## src/rtl/bcd_multi_counter.sv

```systemverilog
// bcd_multi_counter: cascaded multi-digit BCD up/down counter on one clock.
// Digit 0 is least significant and occupies bits [3:0].
// Supports synchronous clear, parallel load (nibbles above 9 saturate to 9),
// registered per-digit wrap strobes and terminal carry/borrow strobes.
// Optional lap-hold display register is compiled in with `define BCD_LAP_EN.
module bcd_multi_counter #(
    parameter int unsigned DIGITS = 4
) (
    input  logic                  clk,
    input  logic                  reset_n,
    input  logic                  en,
    input  logic                  up_dn,
    input  logic                  clr,
    input  logic                  load,
    input  logic [4*DIGITS-1:0]   load_val,
    input  logic                  lap,
    output logic [4*DIGITS-1:0]   count,
    output logic [4*DIGITS-1:0]   disp,
    output logic [DIGITS-1:0]     digit_wrap,
    output logic                  carry,
    output logic                  borrow,
    output logic                  frozen
);

    localparam int unsigned W = 4 * DIGITS;

    logic [W-1:0]      count_q, count_d;
    logic [DIGITS-1:0] wrap_q, wrap_d;
    logic              carry_q, carry_d;
    logic              borrow_q, borrow_d;

    // Next count and strobes: clr > load > en; each digit steps only when all
    // lower digits are at the rollover value for the current direction.
    always_comb begin
        logic       below_all9;
        logic       below_all0;
        logic [3:0] dig;
        count_d    = count_q;
        wrap_d     = '0;
        carry_d    = 1'b0;
        borrow_d   = 1'b0;
        below_all9 = 1'b1;
        below_all0 = 1'b1;
        dig        = 4'd0;
        if (clr) begin
            count_d = '0;
        end else if (load) begin
            for (int unsigned k = 0; k < DIGITS; k++) begin
                dig = load_val[4*k +: 4];
                count_d[4*k +: 4] = (dig > 4'd9) ? 4'd9 : dig;
            end
        end else if (en) begin
            for (int unsigned k = 0; k < DIGITS; k++) begin
                dig = count_q[4*k +: 4];
                if (up_dn) begin
                    if (below_all9) begin
                        if (dig == 4'd9) begin
                            count_d[4*k +: 4] = 4'd0;
                            wrap_d[k]         = 1'b1;
                        end else begin
                            count_d[4*k +: 4] = dig + 4'd1;
                        end
                    end
                end else begin
                    if (below_all0) begin
                        if (dig == 4'd0) begin
                            count_d[4*k +: 4] = 4'd9;
                            wrap_d[k]         = 1'b1;
                        end else begin
                            count_d[4*k +: 4] = dig - 4'd1;
                        end
                    end
                end
                below_all9 = below_all9 & (dig == 4'd9);
                below_all0 = below_all0 & (dig == 4'd0);
            end
            // After the loop these flags cover every digit: terminal wrap.
            carry_d  = up_dn & below_all9;
            borrow_d = ~up_dn & below_all0;
        end
    end

    // Count and strobe registers with synchronous active-low reset.
    always_ff @(posedge clk) begin
        if (!reset_n) begin
            count_q  <= '0;
            wrap_q   <= '0;
            carry_q  <= 1'b0;
            borrow_q <= 1'b0;
        end else begin
            count_q  <= count_d;
            wrap_q   <= wrap_d;
            carry_q  <= carry_d;
            borrow_q <= borrow_d;
        end
    end

    assign count      = count_q;
    assign digit_wrap = wrap_q;
    assign carry      = carry_q;
    assign borrow     = borrow_q;

`ifdef BCD_LAP_EN
    logic [W-1:0] disp_q, disp_d;
    logic         frozen_q, frozen_d;

    // Lap toggles the hold; while not frozen disp follows the next count so
    // it matches count every cycle. clr releases the hold and zeroes disp.
    always_comb begin
        disp_d   = disp_q;
        frozen_d = frozen_q;
        if (clr) begin
            disp_d   = '0;
            frozen_d = 1'b0;
        end else begin
            if (lap) begin
                frozen_d = ~frozen_q;
            end
            if (lap || !frozen_q) begin
                disp_d = count_d;
            end
        end
    end

    // Lap-hold registers.
    always_ff @(posedge clk) begin
        if (!reset_n) begin
            disp_q   <= '0;
            frozen_q <= 1'b0;
        end else begin
            disp_q   <= disp_d;
            frozen_q <= frozen_d;
        end
    end

    assign disp   = disp_q;
    assign frozen = frozen_q;
`else
    logic unused_lap;

    assign unused_lap = lap;
    assign disp       = count_q;
    assign frozen     = 1'b0;
`endif

endmodule

```

## config.mk

```make
export PLATFORM = sky130hd
export DESIGN_NAME = bcd_multi_counter
export DESIGN_NICKNAME = d
export VERILOG_FILES = /design/src/rtl/bcd_multi_counter.sv
export SDC_FILE = /design/constraint.sdc
export NUM_CORES = 1
export LEC_CHECK = 0
export ABC_AREA = 1
export CAP_MARGIN = 20
export CORE_ASPECT_RATIO = 0.7
export CORE_UTILIZATION = 25
export DETAILED_ROUTE_END_ITERATION = 7
export GPL_ROUTABILITY_DRIVEN = 0
export PLACE_DENSITY = 0.59
export SLEW_MARGIN = 20
export SYNTH_ARGS = -nofsm -noshare
export SYNTH_HDL_FRONTEND = slang
export SYNTH_SLANG_ARGS = --single-unit
export TNS_END_PERCENT = 1
```

## constraint.sdc

```tcl
create_clock -name clk -period 3.1 [get_ports clk]
set_input_delay 0.775 -clock clk [delete_from_list [all_inputs] [get_ports clk]]
set_output_delay 0.775 -clock clk [all_outputs]
set_load 0.1 [all_outputs]
```

Yosys cells after proc, flatten, opt, wreduce, memory -nomap -nowiden
Index checks and enable logic that the tools add are counted.
{"block": "op_classes", "addsub": 8, "multipliers": 0, "div_mod_pow": 0, "n_lt_le_gt_ge": 4, "n_eq_ne": 7, "shifts": 0, "muxes": 42, "bitwise": 11, "reduce_logical": 13}
{"op": "4-bit two-way mux", "n": 22}
{"op": "16-bit two-way mux", "n": 2}
{"op": "1-bit two-way mux", "n": 18}
{"op": "4-bit by 1-bit adder with 4-bit output (second input constant)", "n": 4}
{"op": "4-bit == test (second input constant)", "n": 4}
{"op": "4-bit greater-than comparator (second input constant)", "n": 4}
{"op": "4-bit zero test", "n": 4}
{"op": "4-bit by 1-bit subtractor with 4-bit output (second input constant)", "n": 4}
{"op": "3-bit by 1-bit != test with 1-bit output (second input constant)", "n": 3}
{"op": "3-bit AND reduction", "n": 3}
{"op": "3-bit nonzero test", "n": 3}
{"op": "1-bit AND", "n": 8}
{"op": "4-bit OR reduction", "n": 1}
{"op": "1-bit NOT", "n": 3}
{"op": "2-bit nonzero test", "n": 1}
{"op": "2-bit OR reduction", "n": 1}
{"block": "word_totals", "register_bits": 22, "latchBits": 0, "mem_bits_rw": 0, "rom_bits": 0, "in_bits": 23, "output_inout_bits": 39, "elab_cells": 92, "n_memories": 0}

Longest topological paths before layout
Gate-level depths: netlist (run 1).
{"block": "logic_depth", "depth_word": 7, "ltp_mapped": 9, "ltp_nobuf": 9}

Worst setup path after synthesis (run 1)
No wires, ideal clock.
{"block": "synth_timing", "path_kind": "register to output", "start": "register count_q[4] (netlist: count[4])", "end": "output disp[4]", "arrival_ps": 1490, "t_required_ps": 2325, "slack_ps": 835, "stages_incl_launch_ff": 2, "path_buffers": 1, "path_cell_list": "dfxtp_1 > buf_4"}
{"item": "start: declaration", "line_no": "27", "source": "logic [W-1:0] count_q, count_d;"}
{"item": "start signal: assignment", "line_no": "91", "source": "count_q <= count_d;"}
{"item": "end: declaration", "line_no": "18", "source": "output logic [4*DIGITS-1:0] disp,"}
No word-level cell between the ends.

Worst setup path after layout (run 1)
{"block": "layout_timing", "start": "input load", "end": "register count_q[13] (netlist: count[13])"}
{"block": "layout_between", "elab_chain_len": 2, "elab_cells_between_ends": 5, "classes_between": "1 x eq/ne; 1 x mux; 3 x reduce/logical"}
{"item": "start: declaration", "line_no": "14", "source": "input logic load,"}
{"item": "3-bit by 1-bit != test with 1-bit output (no line) (tied with other cells)"}
{"item": "3-bit AND reduction (no line)"}
Several ways; a longest one is shown, not always the timed one.
A chain may end at the register's enable or synchronous reset.

==> results of run 1 <==
==> per-stage QoR <==
| stage | area, um2 | setup slack, ns | power [uW] |
|---|---|---|---|
| after global routing | 2320 | 0.858 | 1050 |
| after floorplan | 1750 | 0.835 | 637 |
| final | 2320 | 0.956 | 997 |
| after detailed placement | 2240 | 0.672 | 724 |
| after CTS | 2320 | 0.960 | 1000 |
| after global placement | 2240 | 0.677 | 720 |
==> power by group through the flow <==
stage	registers, uW	logic [uW]	clock network, uW
2_1_floorplan	404	233	0
3_3_place_gp	323	397	0
4_1_cts	317	401	286
5_1_grt	320	432	301
6_report	317	401	280
3_5_place_dp	323	400	0
==> flip-flops by register name (all words and copies together) (netlist names) <==
register / count
count: 16
digit_wrap: 4
carry: 1
borrow: 1
==> logic make-up (layout without fill, tap and decap cells) <==
| family | count (synthesis) | in the layout | synth area share |
|---|---|---|---|
| and+or+nand+nor | 172 | 172 | 0.429 |
| buffers and inverters | 60 | 107 | 0.173 |
| DFF | 22 | 22 | 0.252 |
| other | 1 | 1 | 0.00215 |
| AOI/OAI and AO/OA | 43 | 43 | 0.143 |
==> final cells by class <==
class,count,area [um2],share of cell area
clock buffer,3,41.3,0.0178
clock inverter,1,30.0,0.0130
inverter,38,143,0.0616
multi-input combinational,216,1000,0.433
sequential,22,440,0.190
tap,94,118,0.0508
timing repair buffer,65,541,0.233
==> final timing paths <==
path                    startpoint                      to  slack, ns  cells after the start
min          count[8]$_SDFFE_PP0P_   count[8]$_SDFFE_PP0P_       0.58                      2
min reg2reg  count[8]$_SDFFE_PP0P_   count[8]$_SDFFE_PP0P_       0.58                      2
max                           load  count[13]$_SDFFE_PP0P_       0.96                      8
max reg2reg  count[0]$_SDFFE_PP0P_   count[7]$_SDFFE_PP0P_       1.62                      5
==> layer usage <==
layer | vias to the layer above | part of all wire | track usage
met4 | 0 | 0.0079 | 0.0206
met1 | 877 | 0.50 | 0.205
li1 | 1032 | - | -
met5 | - | 0 | 0
met2 | 79 | 0.40 | 0.223
met3 | 5 | 0.089 | 0.0395
==> critical path, delay by kind of cell <==
| kind | cells | cell delay, ns |
|---|---|---|
| compound gates | 2 | 0.25 |
| buf+inv | 2 | 0.76 |
| simple gates | 4 | 0.58 |
==> cell usage in the layout, fill, tap and decap left out, drive strengths merged <==
| cell | synthesis | routed |
|---|---|---|
| conb | 1 | 1 |
| or2 | 2 | 2 |
| o221ai | 1 | 1 |
| nand3 | 31 | 31 |
| o22ai | 1 | 1 |
| a21oi | 13 | 13 |
| a211oi | 1 | 1 |
| inv | 38 | 38 |
| a31oi | 1 | 1 |
| nor2 | 51 | 51 |
| o2111ai | 1 | 1 |
| a21boi | 1 | 1 |
| o31ai | 2 | 2 |
| buf | 22 | 44 |
| clkbuf | 0 | 3 |
| nand4 | 5 | 5 |
| dfxtp | 22 | 22 |
| o211ai | 3 | 3 |
| bufinv | 0 | 1 |
| clkdlybuf4s50 | 0 | 21 |
| o21ai | 19 | 19 |
| nand2 | 83 | 83 |
==> impl_metrics.py, run 1 <==
metrics = {
    "grt": {
        "first_global_vias": 1790,
        "grt.total_usage": 0.144,
        "antenna_found_initial": 0,
        "overflow": 0,
        "grt_max_degree": 14,
        "grt_pass1_wl_um": 8290,
    },
    "synth": {
        "seq_area_frac_synth": 0.252,
        "synth_flop_cell": "dfxtp_1",
        "syn_avg_cell_area_um2": 5.86,
        "syn_nets": 321,
        "synth_seq_cells": 22,
        "synth.distinct_cells": 28,
        "synth.area.top_cells": "dfxtp_1 25%, nand2_1 18%, nor2_1 10%, buf_4 8.6%, nand3_1 8.3%",
        "synth_top_area_frac": 0.252,
        "async_flop_share": 0,
        "yosys-top-cells-count": "82 x nand2_1, 47 x nor2_1, 32 x inv_1",
        "synth_area_leader_cell": "dfxtp_1",
        "ys_warn_count": 0,
        "synthCells": 298,
        "synth_edf_count": 0,
        "syn_area_um2": 1750,
        "yosysMostFrequentCell": "nand2_1",
    },
    "placement": {
        "portBuffers": 59,
        "dp_hpwl_um": 4080,
        "dpl.cell_count": 435,
    },
    "sta": {
        "final_max_slew_viol_count": 0,
        "finalSetupTns_ns": 0,
        "hold_viol": 0,
        "setup_viol": 0,
        "holdWs_ns": 0.579,
        "fmax_ghz": 0.466,
        "min_period_ns": 2.14,
        "post-route-period-util": 0.692,
        "rsz0062_at_grt": "false",
        "skew_ns": 0.00243,
    },
    "detailed_routing": {
        "drtPass1Iterations": 4,
        "ant_nets": 0,
        "routedWlPerCell_um": 11.5,
        "vias": 1993,
        "drt-initial-drc-count": 91,
        "drc": 0,
        "drt-total-wl_um": 5030,
        "vias_per_cell": 4.54,
    },
    "clock_network": {
        "path_clk_slew_ns": 0.09,
        "postCtsHoldBufs": 0,
        "cts_buffer_depth": 2,
        "cts-resized-gates": 0,
        "cts_setup_buffers": 0,
        "numCtsBuffers": 3,
        "cts_tree": "done",
        "cts_num_sinks": 22,
        "clk_latency_ns": 0.27,
        "htreeDepth": 1,
        "clockRootBuffer": "clkbuf_8",
    },
    "setup_path": {
        "slowest_stage": "clkdlybuf4s50_1",
        "worst_path_most_repeated_cell": "nor2_1",
        "crit_chain": "clkdlybuf4s50_1 > nor2_2 > inv_1 > a21oi_1 > o21ai_0 > nand3_1 > nor2_1 > nor2_1",
        "path_max_fanout": 8,
        "max_stage_delay_ns": 0.59,
        "start_kind": "input pin",
        "required_ns": 3.32,
        "endpoint_kind": "flop",
        "path_class": "in -> reg",
        "worstPathArrival_ns": 2.36,
    },
    "die": {
        "die_x_um": 102,
        "core-area_um2": 6760,
        "num_rows": 25,
        "pin_count": 62,
        "die-area_um2": 7330,
        "die_h_um": 71.9,
        "start_util": 0.259,
    },
    "layout": {
        "num_antenna_cells": 0,
        "layout-drive-gt1-share": 0.186,
        "final_nets": 369,
        "area_delta_synth_final_pct": 32.6,
        "num-fill-cells": 738,
        "instances_no_fill": 439,
        "fin_util": 0.343,
    },
    "pwr": {
        "p_sw_uw": 424,
        "power.share.clock": 0.280,
        "p_leak_uw": 0.00113,
        "swShare": 0.425,
        "p_seq_frac": 0.318,
        "intPower_uw": 574,
        "combPwrFrac": 0.402,
        "irDropWorstVdd_mv": 0.160,
        "power.density_nw_per_um2": 431,
    },
    "flow_run": {
        "cap_violations": 0,
    },
    "run_status": {
        "status": "completed",
    },
    "worst_hold_path": {
        "hold_class": "reg -> reg",
    },
}
Power figures use the tool's default switching activity.
==> run 2, diff against run 1 <==
--- a/config.mk
+++ b/config.mk
@@ -11,7 +11,7 @@
 export CORE_UTILIZATION = 25
 export DETAILED_ROUTE_END_ITERATION = 7
 export GPL_ROUTABILITY_DRIVEN = 0
-export PLACE_DENSITY = 0.59
+export PLACE_DENSITY = 0.6
 export SLEW_MARGIN = 20
 export SYNTH_ARGS = -nofsm -noshare
 export SYNTH_HDL_FRONTEND = slang
==> constraint.sdc (replaced) <==
create_clock -name clk -period 1.9 [get_ports clk]
set_input_delay 0.475 -clock clk [delete_from_list [all_inputs] [get_ports clk]]
set_output_delay 0.475 -clock clk [all_outputs]
set_load 0.1 [all_outputs]
==> impl_metrics.py, run 2 (synthesis gave the netlist of run 1 again) <==
metrics = {
    "run_status": {
        "status": "completed",
    },
    "clock_network": {
        "path_clk_slew_ns": 0.09,
        "cts_buffer_depth": 2,
        "cts_setup_buffers": 0,
        "clockRootBuffer": "clkbuf_8",
        "htreeDepth": 1,
        "cts_tree": "done",
        "cts_num_sinks": 22,
        "clk_latency_ns": 0.27,
        "cts-resized-gates": 0,
        "postCtsHoldBufs": 0,
        "numCtsBuffers": 3,
    },
    "layout": {
        "fin_util": 0.429,
        "largest_reg_flops": 16,
        "final_nets": 383,
        "area_delta_synth_final_pct": 66.0,
        "num_antenna_cells": 0,
        "final_common_cell": "nand2_1",
        "final_cell_mix": "82 x nand2_1, 47 x nor2_1, 38 x buf_12, 32 x inv_1, 29 x nand3_1",
        "layout-drive-gt1-share": 0.223,
    },
    "pwr": {
        "p_leak_uw": 0.00131,
        "swShare": 0.404,
        "combPwrFrac": 0.440,
        "irDropWorstVdd_mv": 0.279,
        "power.density_nw_per_um2": 606,
        "p_seq_frac": 0.304,
        "intPower_uw": 1050,
        "p_sw_uw": 709,
        "power.share.clock": 0.255,
    },
    "sta": {
        "hold_viol": 0,
        "setup_viol": 0,
        "min_period_ns": 1.71,
        "post-route-period-util": 0.898,
        "holdWs_ns": 0.576,
        "fmax_ghz": 0.586,
        "rsz0062_at_grt": "false",
        "final_max_slew_viol_count": 0,
        "finalWorstSetupSlack_ns": 0.194,
        "finalSetupTns_ns": 0,
        "skew_ns": 0.00828,
    },
    "detailed_routing": {
        "drt-initial-drc-count": 124,
        "drt-total-wl_um": 5140,
        "ant_nets": 0,
        "vias": 2038,
        "vias_per_cell": 4.50,
        "routedWlPerCell_um": 11.3,
        "drtPass1Iterations": 4,
        "drc": 0,
    },
    "die": {
        "core-area_um2": 6760,
        "num_rows": 25,
        "die-area_um2": 7330,
        "pin_count": 62,
        "die_x_um": 102,
        "die_h_um": 71.9,
        "start_util": 0.259,
    },
    "setup_path": {
        "endpoint_kind": "flop",
        "path_max_fanout": 7,
        "worstPathArrival_ns": 1.93,
        "start_kind": "input pin",
        "worst_path_most_repeated_cell": "nor2_1",
        "required_ns": 2.12,
        "slowest_stage": "clkdlybuf4s50_1",
        "cp_num_buf_inv": 2,
        "max_stage_delay_ns": 0.51,
        "path_delay_family": "buffers and inverters",
        "crit_chain": "clkdlybuf4s50_1 > nor2_2 > inv_1 > a21oi_1 > o21ai_0 > nand3_1 > nor2_1 > nor2_1",
        "path_class": "in -> reg",
    },
    "grt": {
        "antenna_found_initial": 0,
        "grt_pass1_wl_um": 8500,
        "grt.total_usage": 0.148,
        "overflow": 0,
        "grt_max_degree": 14,
        "first_global_vias": 1876,
    },
    "flow_run": {
        "cap_violations": 0,
    },
    "placement": {
        "pre_cts_ws_ns": -0.0853,
        "dp_hpwl_um": 4200,
        "portBuffers": 59,
    },
    "worst_hold_path": {
        "hold_class": "reg -> reg",
    },
}
-- run 2: cell types whose count changed in the layout (fill, tap and decap cells not counted) --
cell / before / now
dfxtp_2: 0 / 2
dfxtp_1: 22 / 20
buf_4: 44 / 20
buf_12: 0 / 38
-- run 2: through the flow --
stage | area [um2] | instances | total power [uW]
floorplan | 1750 | 298 | 1040
global placement | 2830 | 449 | 1310
detailed placement | 2830 | 449 | 1320
CTS | 2900 | 453 | 1770
global route | 2900 | 453 | 1840
finish | 2900 | 453 | 1760
-- run 2: layout make-up --
cell class                 instances  area (um2)
inverter                          38         143
multi-input combinational        216        1000
fill                             695        3860
clock buffer                       3        41.3
clock inverter                     1        30.0
sequential                        22         443
timing repair buffer              79        1120
tap                               94         118
-- run 2: power by group through the flow --
stage / Clock (uW) / Combinational [uW] / Sequential, uW
after CTS: 462 / 774 / 533
after detailed placement: 0 / 772 / 544
final: 448 / 773 / 534
after global routing: 476 / 823 / 538
after floorplan: 0 / 380 / 660
after global placement: 0 / 765 / 543
-- run 2: routing by layer --
metal	track usage	wire, um
met5	0	0
met4	0.0270	28
met3	0.0434	474
met2	0.228	2130
met1	0.208	2510
-- run 2: final timing paths --
kind	startpoint	to	slack [ns]	cells after the start
max	up_dn	count[13]$_SDFFE_PP0P_	0.19	8
min	count[4]$_SDFFE_PP0P_	count[4]$_SDFFE_PP0P_	0.58	2
max reg2reg	count[2]$_SDFFE_PP0P_	digit_wrap[3]$_SDFF_PP0_	0.35	7
min reg2reg	count[4]$_SDFFE_PP0P_	count[4]$_SDFFE_PP0P_	0.58	2
-- run 2: worst reg2reg max path, stage by stage (launching register included) --
cell and delay (ns):
dfxtp_1 0.42, inv_2 0.13, nand2_1 0.11, nor2_1 0.20, nand2_1 0.12, nor2_1 0.16, nand3_1 0.14, o22ai_1 0.19
